`config.mk`:
```
export PLATFORM = sky130hd
export DESIGN_NAME = voice_scheduler_flat
export DESIGN_NICKNAME = d
export VERILOG_FILES = /design/src/rtl/voice_scheduler_if.sv /design/src/rtl/voice_scheduler.sv /design/src/flat_wrapper.sv
export SDC_FILE = /design/constraint.sdc
export NUM_CORES = 1
export LEC_CHECK = 0
export BUFFER_PORTS_ARGS = -buffer_cell sky130_fd_sc_hd__buf_2
export CORE_MARGIN = 1
export CORE_UTILIZATION = 50
export CTS_BUF_LIST = sky130_fd_sc_hd__clkbuf_8 sky130_fd_sc_hd__clkbuf_16
export CTS_CLUSTER_SIZE = 20
export DETAILED_ROUTE_END_ITERATION = 10
export GPL_ROUTABILITY_DRIVEN = 1
export PLACE_DENSITY = 0.64
export SETUP_SLACK_MARGIN = 0.5
export SLEW_MARGIN = 25
export SYNTH_ARGS = -nofsm -noshare
export SYNTH_HDL_FRONTEND = slang
export SYNTH_SLANG_ARGS = --single-unit
export TNS_END_PERCENT = 5
```
`constraint.sdc`:
```
create_clock -name CLOCK_50 -period 9.9 [get_ports CLOCK_50]
set_input_delay 1.485 -clock CLOCK_50 [delete_from_list [all_inputs] [get_ports CLOCK_50]]
set_output_delay 1.485 -clock CLOCK_50 [all_outputs]
set_load 0.005 [all_outputs]
```
`src/rtl/voice_scheduler_if.sv`:
```
// DAC-side strobe/sample signals plus the shared sine ROM port of voice_scheduler.
interface voice_scheduler_if;
    logic        audio_out_allowed;
    logic        write_audio_out;
    logic [31:0] sample_out;
    logic [7:0]  rom_addr;
    logic [15:0] rom_data;

    modport master (
        input  audio_out_allowed,
        input  rom_data,
        output write_audio_out,
        output sample_out,
        output rom_addr
    );

    modport slave (
        output audio_out_allowed,
        output rom_data,
        input  write_audio_out,
        input  sample_out,
        input  rom_addr
    );
endinterface

```
`src/rtl/voice_scheduler.sv`:
```
// Polyphonic key-to-voice scheduler sharing one sine ROM across all voices per sample.
// Optional `VOICE_STEAL_EN: oldest active voice is reassigned when no voice is free.
module voice_scheduler #(
    parameter int NUM_KEYS   = 10,
    parameter int NUM_VOICES = 4,
    parameter int VOL_SHIFT  = 0
) (
    input  logic                  CLOCK_50,
    input  logic                  resetn,
    input  logic [NUM_KEYS-1:0]   key_down,
    voice_scheduler_if.master     bus,
    output logic [NUM_VOICES-1:0] voice_active,
    output logic                  busy
);
    localparam int VW = $clog2(NUM_VOICES);
    localparam int KW = (NUM_KEYS > 1) ? $clog2(NUM_KEYS) : 1;
    localparam int AW = 16 + VW;
    localparam int CW = VW + 1;
    localparam logic signed [AW-1:0] SAT_HI = AW'(32767);
    localparam logic signed [AW-1:0] SAT_LO = AW'(-32768);

    typedef enum logic [1:0] {IDLE, ALLOC, ACCUM, WRITE} state_t;

    function automatic logic [31:0] note_inc(input int unsigned k);
        case (k)
            0: return 32'd23410256;
            1: return 32'd26276252;
            2: return 32'd29494793;
            3: return 32'd31248571;
            4: return 32'd35075566;
            5: return 32'd39370534;
            6: return 32'd44191634;
            7: return 32'd46819617;
            8: return 32'd52553399;
            9: return 32'd58988691;
            default: return '0;
        endcase
    endfunction

    state_t                state;
    logic [NUM_KEYS-1:0]   key_meta, key_sync;
    logic [KW-1:0]         key_of   [NUM_VOICES];
    logic [31:0]           phase    [NUM_VOICES];
    logic [31:0]           inc      [NUM_VOICES];
    logic signed [AW-1:0]  acc, acc_next, term, shifted;
    logic [CW-1:0]         idx;
    logic [VW-1:0]         prev;
    logic [15:0]           sat16;

    logic [NUM_VOICES-1:0] al_active;
    logic [KW-1:0]         al_key   [NUM_VOICES];
    logic [31:0]           al_phase [NUM_VOICES];
    logic [31:0]           al_inc   [NUM_VOICES];
    logic                  held, found;
    logic [VW-1:0]         slot;
`ifdef VOICE_STEAL_EN
    logic [VW-1:0]         age      [NUM_VOICES];
    logic [VW-1:0]         al_age   [NUM_VOICES];
    logic [VW-1:0]         oldest;
    logic                  stolen;
`endif

    always_ff @(posedge CLOCK_50 or negedge resetn) begin
        if (!resetn) begin
            key_meta <= '0;
            key_sync <= '0;
        end else begin
            key_meta <= key_down;
            key_sync <= key_meta;
        end
    end

    // Release pass first, then ascending-key allocation into the lowest free voice.
    always_comb begin
        al_active = voice_active;
        al_key    = key_of;
        al_phase  = phase;
        al_inc    = inc;
        held      = 1'b0;
        found     = 1'b0;
        slot      = '0;
`ifdef VOICE_STEAL_EN
        al_age    = age;
        oldest    = '0;
        stolen    = 1'b0;
`endif
        for (int unsigned v = 0; v < NUM_VOICES; v++)
            if (al_active[v] && !key_sync[al_key[v]]) al_active[v] = 1'b0;
        for (int unsigned k = 0; k < NUM_KEYS; k++) begin
            held  = 1'b0;
            found = 1'b0;
            slot  = '0;
            for (int unsigned v = 0; v < NUM_VOICES; v++)
                if (al_active[v] && al_key[v] == KW'(k)) held = 1'b1;
            if (key_sync[k] && !held) begin
                for (int unsigned v = 0; v < NUM_VOICES; v++)
                    if (!found && !al_active[v]) begin
                        found = 1'b1;
                        slot  = VW'(v);
                    end
`ifdef VOICE_STEAL_EN
                if (!found && !stolen) begin
                    oldest = '0;
                    for (int unsigned v = 0; v < NUM_VOICES; v++)
                        if (al_age[v] > al_age[oldest]) oldest = VW'(v);
                    slot   = oldest;
                    found  = 1'b1;
                    stolen = 1'b1;
                end
`endif
                if (found) begin
                    al_active[slot] = 1'b1;
                    al_key[slot]    = KW'(k);
                    al_phase[slot]  = '0;
                    al_inc[slot]    = note_inc(k);
`ifdef VOICE_STEAL_EN
                    for (int unsigned v = 0; v < NUM_VOICES; v++)
                        if (VW'(v) != slot && al_age[v] != VW'(NUM_VOICES - 1))
                            al_age[v] = al_age[v] + 1'b1;
                    al_age[slot] = '0;
`endif
                end
            end
        end
    end

    assign prev     = VW'(idx - 1'b1);
    assign term     = voice_active[prev] ? {{(AW-16){bus.rom_data[15]}}, bus.rom_data} : '0;
    assign acc_next = acc + term;
    assign shifted  = acc_next >>> VOL_SHIFT;

    always_comb begin
        if (shifted > SAT_HI)      sat16 = 16'h7FFF;
        else if (shifted < SAT_LO) sat16 = 16'h8000;
        else                       sat16 = shifted[15:0];
    end

    // ROM address runs one voice ahead of the accumulate/advance stage.
    always_ff @(posedge CLOCK_50 or negedge resetn) begin
        if (!resetn) begin
            state               <= IDLE;
            busy                <= 1'b0;
            bus.write_audio_out <= 1'b0;
            bus.sample_out      <= '0;
            bus.rom_addr        <= '0;
            voice_active        <= '0;
            acc                 <= '0;
            idx                 <= '0;
            for (int unsigned v = 0; v < NUM_VOICES; v++) begin
                key_of[v] <= '0;
                phase[v]  <= '0;
                inc[v]    <= '0;
`ifdef VOICE_STEAL_EN
                age[v]    <= '0;
`endif
            end
        end else begin
            case (state)
                IDLE: begin
                    if (bus.audio_out_allowed) begin
                        state <= ALLOC;
                        busy  <= 1'b1;
                    end
                end
                ALLOC: begin
                    voice_active <= al_active;
                    key_of       <= al_key;
                    phase        <= al_phase;
                    inc          <= al_inc;
`ifdef VOICE_STEAL_EN
                    age          <= al_age;
`endif
                    acc          <= '0;
                    idx          <= '0;
                    bus.rom_addr <= al_phase[0][31:24];
                    state        <= ACCUM;
                end
                ACCUM: begin
                    if (idx != '0) begin
                        acc <= acc_next;
                        if (voice_active[prev]) phase[prev] <= phase[prev] + inc[prev];
                    end
                    if (idx < CW'(NUM_VOICES - 1))
                        bus.rom_addr <= phase[VW'(idx + 1'b1)][31:24];
                    else
                        bus.rom_addr <= '0;
                    if (idx == CW'(NUM_VOICES)) begin
                        bus.sample_out      <= {sat16, 16'h0000};
                        bus.write_audio_out <= bus.audio_out_allowed;
                        state               <= WRITE;
                    end else begin
                        idx <= idx + 1'b1;
                    end
                end
                WRITE: begin
                    if (bus.write_audio_out) begin
                        bus.write_audio_out <= 1'b0;
                        busy                <= 1'b0;
                        state               <= IDLE;
                    end else begin
                        bus.write_audio_out <= bus.audio_out_allowed;
                    end
                end
                default: state <= IDLE;
            endcase
        end
    end
endmodule
```
`src/flat_wrapper.sv`:
```
// flat-port wrapper written by rule: the top's interface ports become plain ports
module voice_scheduler_flat 
#(
    parameter int NUM_KEYS   = 10,
    parameter int NUM_VOICES = 4,
    parameter int VOL_SHIFT  = 0
)
  (CLOCK_50, resetn, key_down, voice_active, busy, bus_audio_out_allowed, bus_rom_data, bus_write_audio_out, bus_sample_out, bus_rom_addr);
  voice_scheduler_if bus_i ();
  input  logic CLOCK_50;
  input  logic resetn;
  input  logic [NUM_KEYS-1:0] key_down;
  output logic [NUM_VOICES-1:0] voice_active;
  output logic busy;
  input wire logic [$bits(bus_i.audio_out_allowed)-1:0] bus_audio_out_allowed;
  input wire logic [$bits(bus_i.rom_data)-1:0] bus_rom_data;
  output wire logic [$bits(bus_i.write_audio_out)-1:0] bus_write_audio_out;
  output wire logic [$bits(bus_i.sample_out)-1:0] bus_sample_out;
  output wire logic [$bits(bus_i.rom_addr)-1:0] bus_rom_addr;
  assign bus_i.audio_out_allowed = bus_audio_out_allowed;
  assign bus_i.rom_data = bus_rom_data;
  assign bus_write_audio_out = bus_i.write_audio_out;
  assign bus_sample_out = bus_i.sample_out;
  assign bus_rom_addr = bus_i.rom_addr;
  voice_scheduler #(.NUM_KEYS(NUM_KEYS), .NUM_VOICES(NUM_VOICES), .VOL_SHIFT(VOL_SHIFT)) u_core (.CLOCK_50(CLOCK_50), .resetn(resetn), .key_down(key_down), .bus(bus_i), .voice_active(voice_active), .busy(busy));
endmodule
```
== Yosys cells after proc, flatten, opt, wreduce, memory -nomap -nowiden ==
Index checks and enable logic that the tools add are counted.
Cells by class
  add/subtract/negate cells: 4
  $lt $le $gt $ge: 51
  equal/unequal tests: 46
  multiplexer cells: 378
  bitwise gates (word level): 71
  reductions and logical operators: 195
Operators by type and width (number)
  two-way mux 128 bit: 42
  bitwise mux 128 bit: 11
  bitwise AND 128 bit: 10
  inverter 128 bit: 10
  two-way mux 32 bit: 37
  demux 32 bit (select 2 bit): 11
  two-way mux 16 bit: 22
  case mux 128 bit (2 select lines): 1
  binary-select mux 32 bit (select 2 bit): 3
  two-way mux 1 bit: 153
  two-way mux 4 bit: 30
  logical AND 1 bit: 105
  demux 4 bit (select 2 bit): 10
  logical NOT 1 bit: 74
  two-way mux 2 bit: 33
  == test 4 x 3 -> 1 bit (second input constant): 16
  OR 4 bit: 14
  bitwise AND 12 bit: 4
  inverter 12 bit: 4
  greater-or-equal comparator 3 bit (second input constant): 12
  two-way mux 18 bit: 2
  inverter 2 -> 3 bit: 12
  case mux 18 bit (2 select lines): 1
  less-than comparator 2 x 3 -> 1 bit (second input constant): 11
  other kinds (41): 117
Storage, ports and cells
  flip-flop bits (word level): 345
  input port bits: 29
  output and inout port bits: 46
  word-level logic and storage cells: 767

== Depth between registers and ports, before layout ==
  word-level depth: 305
  mapped depth: 25
  gate-level depth less buffers: 22

== Worst setup path after synthesis ==
Ideal clock, no wire load.
  path type: register to register
  from: register u_core.idx[0]
  to: register u_core.phase[91] (netlist name)
  setup time: 0.077 ns
  arrival time: 6.590 ns
  required time: 9.823 ns
  path slack: 3.233 ns
  stages on the path, launching flop included: 26
  path buffers: 5
  period minus slack after synthesis: 6.667 ns
  path through: dfrtp_1 buf_1 buf_1 inv_1 ha_1 clkbuf_1 clkbuf_1 clkbuf_1 mux4_2 ha_1 a21o_1 a21oi_1 o21ai_0 a221o_1 a221oi_1 o21ai_0 a41oi_1 a211o_1 o21ai_0 o211a_1 o21ai_0 nand2b_1 a21oi_1 xnor2_1 a21oi_1 a21oi_1
On the way
  word-level cells in the longest chain between the ends: 10
  elaborated cells between the ends (all ways): 24
  classes of those cells: add/sub: 2; order compare: 2; eq/ne: 2; mux: 14; bitwise: 1; reduce/logical: 3
Ends and longest elaborated chain
  start: declaration: RTL line voice_scheduler.sv:46  | logic [CW-1:0] idx;
  start signal: assignment: RTL line voice_scheduler.sv:192  | idx <= idx + 1'b1;
  subtractor 2 x 1 -> 2 bit: RTL line voice_scheduler.sv:127  | assign prev = VW'(idx - 1'b1);
  inverter 2 -> 3 bit (implied by the code): RTL line voice_scheduler.sv:181  | if (voice_active[prev]) phase[prev] <= phase[prev] + inc[prev];
  binary-select mux 32 bit (select 2 bit), or another cell as far along: RTL line voice_scheduler.sv:181
  two-way mux 32 bit (implied by the code) / logical AND 1 bit (equally long branches): RTL line voice_scheduler.sv:181
  two-way mux 32 bit (implied by the code): RTL line voice_scheduler.sv:181
  adder 32 bit / demux 32 bit (select 2 bit) (equally long branches): RTL line voice_scheduler.sv:181
  bitwise mux 128 bit: RTL line voice_scheduler.sv:181
  two-way mux 128 bit: RTL line voice_scheduler.sv:181
  two-way mux 128 bit: RTL line voice_scheduler.sv:179  | if (idx != '0) begin
  case mux 128 bit (2 select lines): RTL line voice_scheduler.sv:158  | case (state)
  end signal: assignment: RTL line voice_scheduler.sv:168  | phase <= al_phase;
  end signal: indexed assignment: RTL line voice_scheduler.sv:181
  end: declaration: RTL line voice_scheduler.sv:43  | logic [31:0] phase [NUM_VOICES];
Several ways; a longest one is shown, not always the timed one. The select of a mux whose other input is x is not followed.
A chain may end at the register's enable or synchronous reset.

== Final worst setup path ==
  from: register u_core.key_of[12] (netlist name)
  to: register u_core.inc[127] (netlist name)
On the way
  word-level cells in the longest chain between the ends: 216
  elaborated cells between the ends (all ways): 570
  classes of those cells: order compare: 38; eq/ne: 36; mux: 285; bitwise: 45; reduce/logical: 166
Ends and longest elaborated chain
  start: declaration: RTL line voice_scheduler.sv:42  | logic [KW-1:0] key_of [NUM_VOICES];
  start signal: assignment: RTL line voice_scheduler.sv:167  | key_of <= al_key;
  binary-select mux 1 bit (select 4 bit): RTL line voice_scheduler.sv:88  | if (al_active[v] && !key_sync[al_key[v]]) al_active[v] = 1'b0;
  two-way mux 1 bit (implied by the code): RTL line voice_scheduler.sv:88
  logical NOT 1 bit: RTL line voice_scheduler.sv:88
  logical AND 1 bit: RTL line voice_scheduler.sv:88
  two-way mux 1 bit: RTL line voice_scheduler.sv:88
  two-way mux 1 bit: RTL line voice_scheduler.sv:97  | if (!found && !al_active[v]) begin
  two-way mux 1 bit: RTL line voice_scheduler.sv:95  | if (key_sync[k] && !held) begin
  logical NOT 1 bit: RTL line voice_scheduler.sv:97
  [... 200 more ...]
  inverter 2 -> 3 bit (implied by the code): RTL line voice_scheduler.sv:115  | al_inc[slot] = note_inc(k);
  greater-or-equal comparator 3 bit (implied by the code) / less-than comparator 3 x 1 -> 1 bit (equally long branches): RTL line voice_scheduler.sv:115
  logical AND 1 bit (implied by the code): RTL line voice_scheduler.sv:115
  two-way mux 32 bit (implied by the code): RTL line voice_scheduler.sv:115
  demux 32 bit (select 2 bit): RTL line voice_scheduler.sv:115
  bitwise mux 128 bit: RTL line voice_scheduler.sv:115
  two-way mux 128 bit: RTL line voice_scheduler.sv:111  | if (found) begin
  two-way mux 128 bit (*): RTL line voice_scheduler.sv:95
  end signal: assignment: RTL line voice_scheduler.sv:169  | inc <= al_inc;
  end: declaration: RTL line voice_scheduler.sv:44  | logic [31:0] inc [NUM_VOICES];
Every way passes the cells marked *; elsewhere a longest branch is shown, timed or not. The select of a mux whose other input is x is not followed.

==> run summary <==
die extent in y - 212 microns
fin crit period - 7.82 ns
synthesized area per cell - 9.34 sq um
fraction of synthesized area in multiplexers - 0.0940
number of storage elements in the synthesis netlist - 345
HPWL after detailed placement - 55,900 microns
max-cap check violation count - 0
Buffers on Ports - 58
ports placed on the boundary - 75
maximum number of pins on one net before global-route repair - 172
Layout Skew - 0.0336 ns
remaining design rule violation count - 0
worst reg2reg path depth - 16
initial cell density of the core - 0.509
number of buffers created by CTS - 42
share of the synthesized netlist area taken by xor and xnor gates - 0.0190
number of endpoints failing setup at the final stage - 0
sequential-to-total area share from yosys stat - 0.391
CP endpoint kind - register
number of antenna violations at the first check in global routing - 2
hold path depth - 0
die area - 45,000 sq um
Resize count post-CTS - 0
Fmax - 128 MHz
net total in the final layout - 2,450
maximum buffer depth of the clock tree - 3
count of hold-fix buffers inserted at cts - 0
number of nets with antenna violations after routing - 0
wire length of the first global-routing pass - 120,000 microns
combinational family with the most area after synthesis - compound AO/OA/AOI/OAI gates
number of global-route vias before repair - 19,500
detailed router's first-iteration violation count - 2,395
standard cell core area - 43,400 sq um
Hold Slack - 0.337 ns
Core Rows - 76
number of iterations in the first detailed-routing pass - 6
accumulated negative setup slack - 0 ns
transition time of the tightest slew-check pin - 1.12 ns
Global Route Usage Sum - 0.354
worst skew pair latency - 0.59 ns
count of different cell masters after synthesis - 100
via count - 19,900
TritonCTS clock tree - done
final cycle utilization of the critical path - 0.790
CP max FO - 18
required time of the critical path - 10.35 ns
die span in x - 212 microns
number of max-slew violations in the final report - 0
share of post-route cells with drive strength above 1 - 0.134
number of synthesized flops with an enable pin - 0
number of H-tree branching levels - 2
async set-or-reset flop fraction in the synthesized netlist - 1.00
total routed wirelength - 78,200 microns
core occupancy in the finished layout - 0.561
number of warnings reported in the yosys synthesis log - 0
Vias/cell - 6.69
Final Hold Fails - 0
DR WL/cell - 26.2 microns
worst max-slew margin expressed relative to the limit - 0.254
layout overhead on the synthesized area - 10.0%
most instantiated flip-flop cell in the synthesis netlist - dfrtp_1
Filler Cells Inserted - 3,911
Layout Cell Area excl Fill - 24,300 sq um
Cells after Synth - 2,365
total number of clock tree sinks - 345
outcome - finished clean
worst hold path type - reg -> reg
adder and majority cell fraction of the synthesized area - 0.0369
crit path DAT - 8.27 ns
synthesized-area fraction occupied by ao, oa, aoi and oai cells - 0.261
Worst-path clk slew - 0.06 ns
setup repair after global routing missed its margin - no
share of synthesized cell area in and, or, nand and nor gates - 0.155
Cell Area, Placed - 22,800 sq um
combined area of all synthesized cells - 22,100 sq um
Placer Congestion - 1.00
sort of element at the start of the critical path - register
number of buffers added for setup after CTS - 0
classification of the worst setup path - reg -> reg
grt total ovfl - 0
clock root buffer master - clkbuf_16
## logic make-up (layout without fill, tap and decap cells)
group                    count (synthesis)  after routing
AO/OA/AOI/OAI                          851            851
XOR/XNOR                                48             48
adder cells (fa/ha/maj)                 65             65
buffers and inverters                  216            230
flip-flops                             345            345
multiplexers                           110            110
other                                    1             17
AND/OR/NAND/NOR                        729            729
## area by class of cell
| cell class | count | area, sq um | share of cell area |
|---|---|---|---|
| Clock buffer | 48 | 1130 | 0.0466 |
| Sequential cell | 345 | 8640 | 0.355 |
| Clock inverter | 28 | 310 | 0.0128 |
| Timing Repair Buffer | 96 | 618 | 0.0254 |
| Inverter | 58 | 218 | 0.00896 |
| Multi-Input combinational cell | 1819 | 12700 | 0.521 |
| Antenna cell | 1 | 2.50 | 0.000103 |
| Tap cell | 585 | 732 | 0.0301 |
## critical path, stage by stage (launching register included)
cell,delay (ns)
dfrtp_1,0.76
inv_1,0.36
nand2_1,0.19
and3_1,0.71
nand4_1,0.77
o21ai_0,0.26
and3_1,0.56
o21bai_1,0.21
o31ai_2,0.54
a211oi_1,0.23
o21ai_0,0.40
nand2_1,0.36
a311oi_2,0.50
o41ai_4,0.19
a21oi_1,0.90
o21ai_0,0.45
and2_1,0.29
## state kept, by name (all words and copies together), names as in the netlist, 8 cells and up
name	count
u_core.bus.sample_out	16
u_core.phase	128
u_core.key_of	16
u_core.inc	128
u_core.key_meta	10
u_core.bus.rom_addr	8
u_core.key_sync	10
u_core.acc	18
## synth_stat cells, types with 33 or more instances
master | count | area share
mux4_2 | 77 | 0.079
a31oi_1 | 44 | 0.012
and2_1 | 49 | 0.014
inv_1 | 58 | 0.0099
a21oi_1 | 233 | 0.053
a22o_1 | 45 | 0.018
xnor2_1 | 33 | 0.013
nor2_1 | 240 | 0.041
clkbuf_1 | 96 | 0.016
nand3_1 | 63 | 0.014
ha_1 | 57 | 0.032
nor3_1 | 44 | 0.010
o2bb2ai_1 | 65 | 0.026
dfrtp_1 | 345 | 0.39
o21ai_0 | 175 | 0.040
nand2_1 | 194 | 0.033
## path summary, 6_finish.rpt
check | end | slack, ns | start
min in group asynchronous | u_core.bus.sample_out[24] | 0.95 | resetn
setup / recovery | u_core.inc[127] | 2.08 | u_core.key_of[12]
max in group asynchronous | u_core.inc[77] | 7.37 | resetn
setup reg to reg | u_core.inc[127] | 2.08 | u_core.key_of[12]
hold / removal | u_core.key_sync[5] | 0.34 | u_core.key_meta[5]
hold reg to reg | u_core.key_sync[5] | 0.34 | u_core.key_meta[5]
## metrics by stage
| step | setup slack [ns] | cells |
|---|---|---|
| after floorplan | 3.23 | 2380 |
| after global placement | 2.45 | 2902 |
| after detailed placement | 2.39 | 2902 |
| after CTS | 2.37 | 2978 |
| after global routing | 1.64 | 2979 |
| final | 2.08 | 2980 |
## layout by cell type (no fill, tap or decap), drive strengths merged, types with 9 or more instances in the layout
cell type	Yosys	final
ha	57	57
or3	12	12
buf	61	96
a211oi	27	27
mux2	10	10
a22o	45	45
o31ai	27	27
dfrtp	345	345
nor2b	30	30
o21a	13	13
clkbuf	97	48
o21ai	185	185
o211ai	18	18
a21boi	13	13
xnor2	33	33
nand2b	19	19
o22a	14	14
and3	16	16
a21o	30	30
a21oi	234	234
mux2i	23	23
mux4	77	77
nand2	195	195
nor2	243	243
conb	1	16
or2	16	16
o2bb2ai	65	65
xor2	15	15
and2	49	49
o311ai	22	22
a31oi	45	45
clkinv	0	9
nor3	47	47
o21bai	20	20
nand3	64	64
nand4	16	16
inv	58	70
## routing by layer
metal / track usage / up-vias / wire length (microns)
li1: - / 8829 / -
met1: 0.476 / 9923 / 32700
met2: 0.539 / 962 / 34700
met3: 0.0558 / 228 / 5800
met4: 0.212 / 4 / 5080
met5: 0 / - / 27
Power is left out: the tool's default activity adds up to more than one toggle a clock period on the data nets, which glitch-free logic cannot reach.
